--- src/rtl/mapping_group_ctrl.sv ---
// ============================================================================
// Module   : mapping_group_ctrl
// Purpose  : Control sequencer for mapping_group_top (ADC capture, bit-slice steps)
// Revision : 1.0 - initial release
// ============================================================================
`default_nettype none

module mapping_group_ctrl #(
  parameter int DATA_W     = 32,
  parameter int MAX_SLICES = 4
) (
  input  logic              clk_i,
  input  logic              rst_ni,
  input  logic              start_i,
  input  logic              abort_i,
  input  logic              mode_cfg_i,
  input  logic [2:0]        num_slices_i,
  input  logic [DATA_W-1:0] zp_i,
  output logic              adc_req_o,
  input  logic              adc_valid_i,
  input  logic [DATA_W-1:0] adc_data_i,
  output logic [DATA_W-1:0] output_o,
  output logic              buf_write_en_1_o,
  output logic              buf_write_en_2_o,
  output logic              buf_read_en_o,
  output logic              shift_counter_en_o,
  output logic              mode_o,
  output logic              accum_buf_write_o,
  output logic              zero_point_en_o,
  output logic [DATA_W-1:0] zero_point_o,
  output logic              load_en_o,
  output logic              busy_o,
  output logic              done_o
);

  typedef enum logic [3:0] {
    S_IDLE = 4'd0,
    S_ZP   = 4'd1,
    S_REQ1 = 4'd2,
    S_WR1  = 4'd3,
    S_REQ2 = 4'd4,
    S_WR2  = 4'd5,
    S_RD   = 4'd6,
    S_ACC  = 4'd7,
    S_LOAD = 4'd8,
    S_DONE = 4'd9
  } state_e;

  localparam logic [2:0] MAX_N = 3'(MAX_SLICES);

  state_e              state_q;
  logic [2:0]          n_q;
  logic [2:0]          slice_cnt_q;
  logic [DATA_W-1:0]   sample_q;
  logic [DATA_W-1:0]   zp_q;
  logic                mode_q;
  logic [2:0]          n_eff;

  // Zero slices still performs one pass; oversize requests saturate.
  always_comb begin
    n_eff = num_slices_i;
    if (num_slices_i == 3'd0) begin
      n_eff = 3'd1;
    end else if (num_slices_i > MAX_N) begin
      n_eff = MAX_N;
    end
  end

  always_ff @(posedge clk_i or negedge rst_ni) begin
    if (!rst_ni) begin
      state_q     <= S_IDLE;
      n_q         <= 3'd1;
      slice_cnt_q <= 3'd0;
      sample_q    <= '0;
      zp_q        <= '0;
      mode_q      <= 1'b0;
    end else if (abort_i) begin
      state_q <= S_IDLE;
    end else begin
      case (state_q)
        S_IDLE: begin
          if (start_i) begin
            mode_q      <= mode_cfg_i;
            n_q         <= n_eff;
            zp_q        <= zp_i;
            slice_cnt_q <= 3'd0;
            state_q     <= S_ZP;
          end
        end
        S_ZP:   state_q <= S_REQ1;
        S_REQ1: begin
          if (adc_valid_i) begin
            sample_q <= adc_data_i;
            state_q  <= S_WR1;
          end
        end
        S_WR1:  state_q <= mode_q ? S_REQ2 : S_RD;
        S_REQ2: begin
          if (adc_valid_i) begin
            sample_q <= adc_data_i;
            state_q  <= S_WR2;
          end
        end
        S_WR2:  state_q <= S_RD;
        S_RD:   state_q <= S_ACC;
        S_ACC: begin
          if (slice_cnt_q == n_q - 3'd1) begin
            state_q <= S_LOAD;
          end else begin
            slice_cnt_q <= slice_cnt_q + 3'd1;
            state_q     <= S_REQ1;
          end
        end
        S_LOAD: state_q <= S_DONE;
        S_DONE: state_q <= S_IDLE;
        default: state_q <= S_IDLE;
      endcase
    end
  end

  // Strobes decode only the state register, so each lasts exactly one state.
  assign adc_req_o          = (state_q == S_REQ1) || (state_q == S_REQ2);
  assign zero_point_en_o    = (state_q == S_ZP);
  assign buf_write_en_1_o   = (state_q == S_WR1);
  assign buf_write_en_2_o   = (state_q == S_WR2);
  assign buf_read_en_o      = (state_q == S_RD);
  assign accum_buf_write_o  = (state_q == S_ACC);
  assign shift_counter_en_o = (state_q == S_ACC);
  assign load_en_o          = (state_q == S_LOAD);
  assign done_o             = (state_q == S_DONE);
  assign busy_o             = (state_q != S_IDLE);
  assign output_o           = sample_q;
  assign zero_point_o       = zp_q;
  assign mode_o             = mode_q;

endmodule

`default_nettype wire

--- config.mk ---
export PLATFORM = sky130hd
export DESIGN_NAME = mapping_group_ctrl
export DESIGN_NICKNAME = d
export VERILOG_FILES = /design/src/rtl/mapping_group_ctrl.sv
export SDC_FILE = /design/constraint.sdc
export NUM_CORES = 1
export LEC_CHECK = 0
export BUFFER_PORTS_ARGS = -buffer_cell sky130_fd_sc_hd__buf_2
export CAP_MARGIN = 20
export CORE_UTILIZATION = 51
export CTS_CLUSTER_DIAMETER = 40
export DETAILED_ROUTE_END_ITERATION = 8
export GPL_TIMING_DRIVEN = 0
export HOLD_SLACK_MARGIN = 0.08
export PLACE_DENSITY = 0.85
export SLEW_MARGIN = 15
export SYNTH_ARGS = -nofsm -noshare
export SYNTH_HDL_FRONTEND = slang
export SYNTH_SLANG_ARGS = --single-unit
--- constraint.sdc ---
create_clock -name clk_i -period 4.55 [get_ports clk_i]
set_input_delay 0.455 -clock clk_i [delete_from_list [all_inputs] [get_ports clk_i]]
set_output_delay 0.455 -clock clk_i [all_outputs]
set_load 0.005 [all_outputs]
==> impl_metrics.ini, run 1 <==
[run_status]
status = finished, final reports clean

[clock_tree]
clock-root-buffer = clkbuf_8
clkTransAtPathRegs_ns = 0.08
clk-insertion-delay-late_ns = 0.33
clock-sinks = 75
cts_setup_buffers = 0
cts_hold_buf = 0
cts_tree = built
postCtsResizedCells = 0
numCtsBuffers = 9
cts_buffer_depth = 2
htree_levels = 3

[critical_path]
cp.required_ns = 4.77
endpoint_kind = flip-flop
r2r_slack_ns = 2.37
worstPathMaxFanout = 3
reg2reg_to = slice_cnt_q[0]
worstPathArrival_ns = 2.40
r2r_cells = 6
regToRegStartpoint = n_q[0]
crit_type = flip-flop to flip-flop
cp-start-kind = flip-flop

[drt]
vias = 2280
dr_wl_met3_um = 293
drc_errors = 0
ant_nets = 0
wire_per_inst_um = 15.08
vias_per_cell = 4.967
drt_wl_total_um = 6924
drt_pass1_iterations = 4
highest_layer = met4
met1Wirelength_um = 2978
wl_met2_um = 3537
drt_iter0_markers = 70

[final_layout]
final_common_cell = buf_2
drive_gt1_share_pct = 64.92
num_antenna_cells = 0
areaGrowthSynthToFinish_pct = 31.08
final_cell_mix = buf_2 (150), dfrtp_1 (74), mux2_4 (46)
final_nets = 452
final_util_pct = 69.56

[grt]
track_usage_pct = 21.54
grt_pass1_wl_um = 11640
grt.overflow.total = 0
grt_max_degree = 40
antenna_found_initial = 0
grt_pass1_vias = 2369

[place]
portBuffers = 147
place.gp.congestion = 0.7274
dp_hpwl_um = 5232

[logic_synthesis]
synth_area_leaders = dfrtp_1 (55%), mux2_4 (20%), mux2_2 (6.0%)
synthesis.nets = 293
ys_seq_elements = 75
ys_types = 41
syn_area_mm2 = 0.003369
synth-seq-area-share_pct = 55.74
syn_area_per_cell_um2 = 15.46
synth_top_area_cell = dfrtp_1
synth_cells = 218
synth_top_area_share_pct = 54.96
yosysWarnings = 0

[die]
io-pin-count = 148
fp.dieW_um = 83.28
core_area_mm2 = 0.006350
rows = 29
die_area_mm2 = 0.006936
fp.dieH_um = 83.28
initial_core_util_pct = 53.06

[sta]
finalSetupTns_ns = 0
maxSlewHeadroom_pct = 66.32
skew_ns = 0.005779
period_minus_slack_ns = 2.176
worst_pin_slew_ns = 0.5052
hold_viol_final = 0
fmax_mhz = 459.5
rsz0062_at_grt = false
period_share_pct = 47.83
slew_viol_final = 0
setup_viol = 0

[worst_hold_path]
hold_path_class = input pin to asynchronous set/reset pin

[power]
cellPowerDensity_mw_per_mm2 = 612.4
vdd_drop_max_v = 0.0003587
leakage_nw = 2.394

[job]
drv_cap = 0
## per-layer routing
metal  vias to the layer above  global-route usage, %
met5                         -                      0
met4                         0                  8.464
met3                        12                  4.573
met2                        73                  35.32
met1                      1111                  28.08
li1                       1084                      -
## cell usage after synthesis
cell type and count:
o2bb2ai_1 1, nor3_1 4, nor3_4 1, o21ai_0 1, nand4b_1 1, mux2i_1 1
a211oi_1 1, xnor2_1 2, mux2_2 18, mux2_1 3, nand3b_1 2, o31ai_2 1
nand3b_4 1, buf_4 2, o221ai_1 1, xor3_1 1, or4b_1 1, xnor2_2 1
dfstp_2 1, ha_1 2, inv_2 1, nand2_1 5, a2bb2oi_1 1, buf_6 6
o31ai_1 1, buf_2 4, a21oi_2 1, and3_1 1, nor3b_1 1, a21oi_1 1
or3_1 4, dfrtp_1 74, o21ai_1 1, inv_1 5, nor2b_1 1, o32ai_2 1
nor2_1 10, nand2b_1 5, nor4_2 1, mux2_4 46, o31a_1 2
## critical path, cell delays in order (launching register included)
cell,delay (ns)
dfstp_2,0.56
inv_1,0.05
ha_1,0.19
xor3_1,0.40
o31ai_2,0.40
a21oi_2,0.14
mux2_1,0.32
## flip-flops by register name, indices dropped and copies added, names as in the netlist
register / count
zero_point_o: 32
slice_cnt_q: 3
n_q: 3
state_q: 4
output_o: 32
mode_o: 1
## power by group
group / internal, mW / switching, mW / leakage (nW)
combinational: 0.671 / 0.394 / 1.38
sequential: 0.975 / 0.165 / 0.913
clock: 0.255 / 0.245 / 0.0966
## worst max path at each step
stage | depth (start not counted) | slack, ns | to | start
after floorplan | 6 | 2.55 | slice_cnt_q[0] | n_q[0]
after global routing | 6 | 2.23 | slice_cnt_q[0] | n_q[0]
after CTS | 6 | 2.34 | slice_cnt_q[0] | n_q[0]
final | 6 | 2.37 | slice_cnt_q[0] | n_q[0]
after global placement | 6 | 2.43 | slice_cnt_q[0] | n_q[0]
after detailed placement | 6 | 2.36 | slice_cnt_q[0] | n_q[0]
## kinds of logic after synthesis
family / Yosys count / share of synthesized area (%)
XOR/XNOR: 4 / 1.708
buffers and inverters: 18 / 3.713
AO/OA/AOI/OAI: 13 / 3.305
flip-flops: 75 / 55.74
multiplexers: 68 / 27.81
AND/OR/NAND/NOR: 38 / 6.981
adder cells (fa/ha/maj): 2 / 0.7425
## stage by stage
stage	setup WS [ns]	hold WS [ns]	cells	area (um^2)	power (mW)
after global routing	2.231	0.1068	459	4417	2.867
after detailed placement	2.358	0.4634	443	4224	2.223
after global placement	2.435	0.4688	442	4202	2.169
after CTS	2.340	0.08882	459	4417	2.734
final	2.374	0.07852	459	4417	2.705
after floorplan	2.548	0.1594	218	3369	1.772
## final cells by class
| class | instances | area (um^2) |
|---|---|---|
| plain buffers | 12 | 102.6 |
| clock buffers | 10 | 127.6 |
| clock inverters | 6 | 65.06 |
| fillers | 475 | 1933 |
| inverters | 6 | 22.52 |
| multi-input cells | 125 | 1366 |
| flip-flops and latches | 75 | 1878 |
| well taps | 77 | 96.34 |
| repair buffers | 148 | 758.2 |
Note: power is estimated with default switching activity, not from simulation.
==> run 2, diff against run 1 <==
--- a/config.mk
+++ b/config.mk
@@ -7,12 +7,12 @@
 export LEC_CHECK = 0
 export BUFFER_PORTS_ARGS = -buffer_cell sky130_fd_sc_hd__buf_2
 export CAP_MARGIN = 20
-export CORE_UTILIZATION = 51
+export CORE_UTILIZATION = 43
 export CTS_CLUSTER_DIAMETER = 40
 export DETAILED_ROUTE_END_ITERATION = 8
 export GPL_TIMING_DRIVEN = 0
 export HOLD_SLACK_MARGIN = 0.08
-export PLACE_DENSITY = 0.85
+export PLACE_DENSITY = 0.77
 export SLEW_MARGIN = 15
 export SYNTH_ARGS = -nofsm -noshare
 export SYNTH_HDL_FRONTEND = slang
==> constraint.sdc (replaced) <==
create_clock -name clk_i -period 2 [get_ports clk_i]
set_input_delay 0.2 -clock clk_i [delete_from_list [all_inputs] [get_ports clk_i]]
set_output_delay 0.2 -clock clk_i [all_outputs]
set_load 0.005 [all_outputs]
==> run 2 against run 1 <==
Highest routed layer unchanged; clock skew rose by 0.0015 ns; largest power group unchanged; hold slack improved by 0.0089 ns; die area rose by 18%; critical path type unchanged; sequential power rose by 130%; combinational power rose by 140%; clock power rose by 130%; routed wire length rose by 13%.
==> impl_metrics.ini, run 2 (synthesis results as in run 1) <==
[run_status]
status = finished, final reports clean

[sta]
setup_viol = 0
fmax_mhz = 520.5
period_share_pct = 96.06
setup_ws_ns = 0.07871
maxSlewHeadroom_pct = 70.35
skew_ns = 0.007277
period_minus_slack_ns = 1.921
slew_viol_final = 0
hold_viol_final = 0
worst_pin_slew_ns = 0.4448
rsz0062_at_grt = false

[drt]
ant_nets = 0
drc_errors = 0
drt_wl_total_um = 7838
vias = 2521
wire_per_inst_um = 14.87
vias_per_cell = 4.784
drt_pass1_iterations = 4
drt_iter0_markers = 31

[job]
drv_cap = 0

[power]
leakage_nw = 2.602
vdd_drop_max_v = 0.0007722
finalPower_mw = 6.334
cellPowerDensity_mw_per_mm2 = 1284

[critical_path]
endpoint_kind = flip-flop
worstPathMaxFanout = 3
cp-start-kind = flip-flop
worstPathArrival_ns = 2.15
crit_type = flip-flop to flip-flop
cp.required_ns = 2.23

[final_layout]
final_nets = 498
fillers = 543
final_common_cell = buf_2
final_cell_mix = buf_2 (150), dfrtp_1 (74), mux2_4 (46)
multi_input_area_mm2 = 0.001391
register_area_mm2 = 0.001878
areaGrowthSynthToFinish_pct = 46.42
drive_gt1_share_pct = 58.64
num_antenna_cells = 0

[grt]
grt_pass1_wl_um = 12390
grt_pass1_vias = 2587
grt_max_degree = 43
antenna_found_initial = 0
track_usage_pct = 19.17
grt.overflow.total = 0

[die]
fp.dieH_um = 90.52
die_area_mm2 = 0.008194
core_area_mm2 = 0.007408
initial_core_util_pct = 45.48
fp.dieW_um = 90.52
io-pin-count = 148
rows = 31

[clock_tree]
clkTransAtPathRegs_ns = 0.08
numCtsBuffers = 9
cts_buffer_depth = 2
clock-root-buffer = clkbuf_8
clock-sinks = 75
htree_levels = 3
clk-insertion-delay-late_ns = 0.34
cts_tree = built

[place]
dp_hpwl_um = 5063
place.gp.congestion = 0.8035
preCtsSetupSlack_ns = -0.06644
portBuffers = 147

[worst_hold_path]
hold_path_class = input pin to flip-flop
## run 2: final timing paths
path	from	to	slack, ns	depth (start not counted)
max in group asynchronous	rst_ni	output_o[30]	1.10	3
min in group asynchronous	rst_ni	state_q[2]	0.35	2
worst max register to register	n_q[0]	slice_cnt_q[0]	0.08	6
worst min-delay path	zp_i[15]	zero_point_o[15]	0.09	2
worst max-delay path	n_q[0]	slice_cnt_q[0]	0.08	6
worst min register to register	n_q[1]	n_q[1]	0.49	2
## run 2: repair_timing
action | 4_1_cts | 5_1_grt
gates resized for setup | 2 | 1
buffers inserted | 1 | 0
hold endpoints to repair | 62 | 14
pin swaps | 2 | 1
hold buffers | 31 | 14
setup endpoints to repair | 1 | 8
cloned | 0 | 0
## run 2: report_power, final
part           leakage, nW  total, mW  internal, mW  switching [mW]
clock                0.104       1.17         0.585           0.590
sequential           0.913       2.61          2.22           0.388
combinational         1.58       2.55          1.60           0.949
total                 2.60       6.33          4.41            1.93
## run 2: area by class of cell
class	count	share of cell area (%)
well taps	99	2.511
multi-input cells	125	28.20
clock buffers	9	2.511
inverters	6	0.4565
clock inverters	7	1.522
repair buffers	194	24.65
plain buffers	12	2.080
flip-flops and latches	75	38.07
## run 2: per-layer routing
metal | share of wire, % | routed length [um] | global-route usage, % | up-vias
li1 | - | - | - | 1175
met1 | 40 | 3173 | 22.88 | 1247
met2 | 52 | 4111 | 32.95 | 93
met3 | 6.1 | 481 | 6.061 | 6
met4 | 0.92 | 72 | 5.780 | 0
met5 | 0 | 0 | 0 | -
## run 2: metrics by stage
| stage | cells | TNS [ns] | cell area [um^2] | hold slack [ns] | util, % |
|---|---|---|---|---|---|
| after floorplan | 218 | 0 | 3369 | -0.09559 | - |
| after global placement | 464 | -0.03395 | 4229 | 0.3839 | 57.08 |
| after detailed placement | 465 | -0.06644 | 4252 | 0.1778 | 57.39 |
| after CTS | 513 | 0 | 4785 | 0.08008 | 64.58 |
| after global routing | 527 | 0 | 4933 | 0.08009 | 66.59 |
| final | 527 | 0 | 4933 | 0.08739 | 66.59 |
## run 2: critical path, stage by stage, from the launching register on
cell     delay (ns)
dfstp_2        0.56
inv_1          0.05
ha_1           0.32
xnor2_2        0.22
o31ai_4        0.09
a21oi_2        0.22
mux2_1         0.34
==> run 3, diff against run 2 <==
--- a/config.mk
+++ b/config.mk
@@ -7,12 +7,12 @@
 export LEC_CHECK = 0
 export BUFFER_PORTS_ARGS = -buffer_cell sky130_fd_sc_hd__buf_2
 export CAP_MARGIN = 20
-export CORE_UTILIZATION = 43
+export CORE_UTILIZATION = 51
 export CTS_CLUSTER_DIAMETER = 40
 export DETAILED_ROUTE_END_ITERATION = 8
 export GPL_TIMING_DRIVEN = 0
 export HOLD_SLACK_MARGIN = 0.08
-export PLACE_DENSITY = 0.77
+export PLACE_DENSITY = 0.85
 export SLEW_MARGIN = 15
 export SYNTH_ARGS = -nofsm -noshare
 export SYNTH_HDL_FRONTEND = slang
==> constraint.sdc (replaced) <==
create_clock -name clk_i -period 2.3 [get_ports clk_i]
set_input_delay 0.23 -clock clk_i [delete_from_list [all_inputs] [get_ports clk_i]]
set_output_delay 0.23 -clock clk_i [all_outputs]
set_load 0.005 [all_outputs]
==> run 3 against run 2 <==
Non-clock buffer count is 44 lower; register-to-register slack better by 0.12 ns; sequential share of layout area is 4.2 points higher; critical path depth stayed put; flip-flop and latch count stayed put; sequential power is 13% lower; die area is 15% lower; setup slack better by 0.12 ns; clock skew is 0.0014 ns lower; highest routed layer unchanged; combinational power is 16% lower.
==> impl_metrics.ini, run 3 (synthesis results as in run 1) <==
[sta]
rsz0062_at_grt = false
fmax_mhz = 474.8
period_share_pct = 91.57
hold_viol_final = 0
finalSetupTns_ns = 0
skew_ns = 0.005925
period_minus_slack_ns = 2.106
setup_viol = 0
maxSlewHeadroom_pct = 66.13
worst_pin_slew_ns = 0.5081
slew_viol_final = 0

[run_status]
status = finished, final reports clean

[grt]
grt.overflow.total = 0
grt_busiest_layer = met2
grt_pass1_vias = 2381
grt_pass1_wl_um = 11700
grt_use_met2_pct = 35.54
grt_max_degree = 40
met3_usage_pct = 4.573
antenna_found_initial = 0
use_met1_pct = 28.22
track_usage_pct = 21.65

[drt]
drt_pass1_iterations = 4
vias = 2294
drc_errors = 0
drt_wl_total_um = 6974
wire_per_inst_um = 15.13
ant_nets = 0
vias_per_cell = 4.976
drt_iter0_markers = 70

[final_layout]
final_nets = 454
areaGrowthSynthToFinish_pct = 31.93
final_cell_mix = buf_2 (150), dfrtp_1 (74), mux2_4 (46)
final_common_cell = buf_2
num_antenna_cells = 0
drive_gt1_share_pct = 64.58
fin_area_mm2 = 0.004446

[critical_path]
crit_type = flip-flop to flip-flop
r2r_cells = 6
endpoint_kind = flip-flop
cp.required_ns = 2.52
worstPathMaxFanout = 3
cp-start-kind = flip-flop
worstPathArrival_ns = 2.33

[die]
fp.dieH_um = 83.28
initial_core_util_pct = 53.06
fp.dieW_um = 83.28
io-pin-count = 148
rows = 29
core_area_mm2 = 0.006350
die_area_mm2 = 0.006936

[power]
sw_frac_of_total_pct = 29.95
p_sw_mw = 1.609
cellPowerDensity_mw_per_mm2 = 1208
finalPower_mw = 5.371
power_frac_seq_pct = 42.0
clockPowerShare_pct = 18.4
leakage_nw = 2.403
power_frac_comb_pct = 39.6
vdd_drop_max_v = 0.0007097
internal_power_mw = 3.762

[clock_tree]
htree_levels = 3
cts_setup_buffers = 0
cts_buffer_depth = 2
clk-insertion-delay-late_ns = 0.33
clkTransAtPathRegs_ns = 0.08
cts_tree = built
clock-root-buffer = clkbuf_8
clock-sinks = 75
numCtsBuffers = 9

[worst_hold_path]
hold_path_class = input pin to flip-flop
min_path_cells = 2

[place]
place.gp.congestion = 0.7274
post_dp_cell_area_mm2 = 0.004224
dp_hpwl_um = 5232
portBuffers = 147

[job]
drv_cap = 0
[run 3: path summary, 6_finish.rpt]
check / startpoint / to / slack (ns)
max: n_q[0] / slice_cnt_q[0] / 0.19
max reg2reg: n_q[0] / slice_cnt_q[0] / 0.19
max in group asynchronous: rst_ni / zero_point_o[9] / 1.32
min in group asynchronous: rst_ni / output_o[2] / 0.41
min reg2reg: n_q[1] / n_q[1] / 0.48
min: adc_data_i[1] / output_o[1] / 0.10
[run 3: worst max-delay path, cell delays in order (launching register included)]
cell and delay, ns:
dfstp_2 0.56, inv_1 0.05, ha_1 0.19, xor3_1 0.42, o31ai_4 0.33, a21oi_2 0.13, mux2_1 0.32
[run 3: what timing repair did]
action                                  4_1_cts  5_1_grt
gates resized for setup                       0        1
endpoints found under the setup margin        0        1
hold endpoints to repair                     38        0
hold buffers                                  2        0
[run 3: per-stage QoR]
stage | hold slack, ns | utilization [%] | setup WS (ns) | std cells
after floorplan | -0.06559 | - | 0.2977 | 218
after global placement | 0.4187 | 66.17 | 0.1846 | 442
after detailed placement | 0.2384 | 66.52 | 0.1080 | 443
after CTS | 0.08319 | 69.87 | 0.08994 | 461
after global routing | 0.08477 | 70.01 | 0.08929 | 461
final | 0.1005 | 70.01 | 0.1938 | 461
[run 3: cell type report]
class	count	area [um^2]
fill	470	1904
sequential	75	1878
multi-input combinational	125	1375
timing repair buffer	150	778.2
clock buffer	10	127.6
buffer	12	102.6
tap	77	96.34
clock inverter	6	65.06
inverter	6	22.52
[run 3: power by group through the flow]
stage                     sequential, mW  clock, mW  combinational, mW
after floorplan                     2.30          0               1.20
after global placement              2.23          0               2.06
after detailed placement            2.27          0               2.13
after CTS                           2.26       1.02               2.14
after global routing                2.34       1.07               2.28
final                               2.26      0.986               2.13
[run 3: routing by layer]
| metal | up-vias | wire length, um |
|---|---|---|
| li1 | 1091 | - |
| met1 | 1112 | 2983 |
| met2 | 79 | 3573 |
| met3 | 12 | 301 |
| met4 | 0 | 115 |
| met5 | - | 0 |
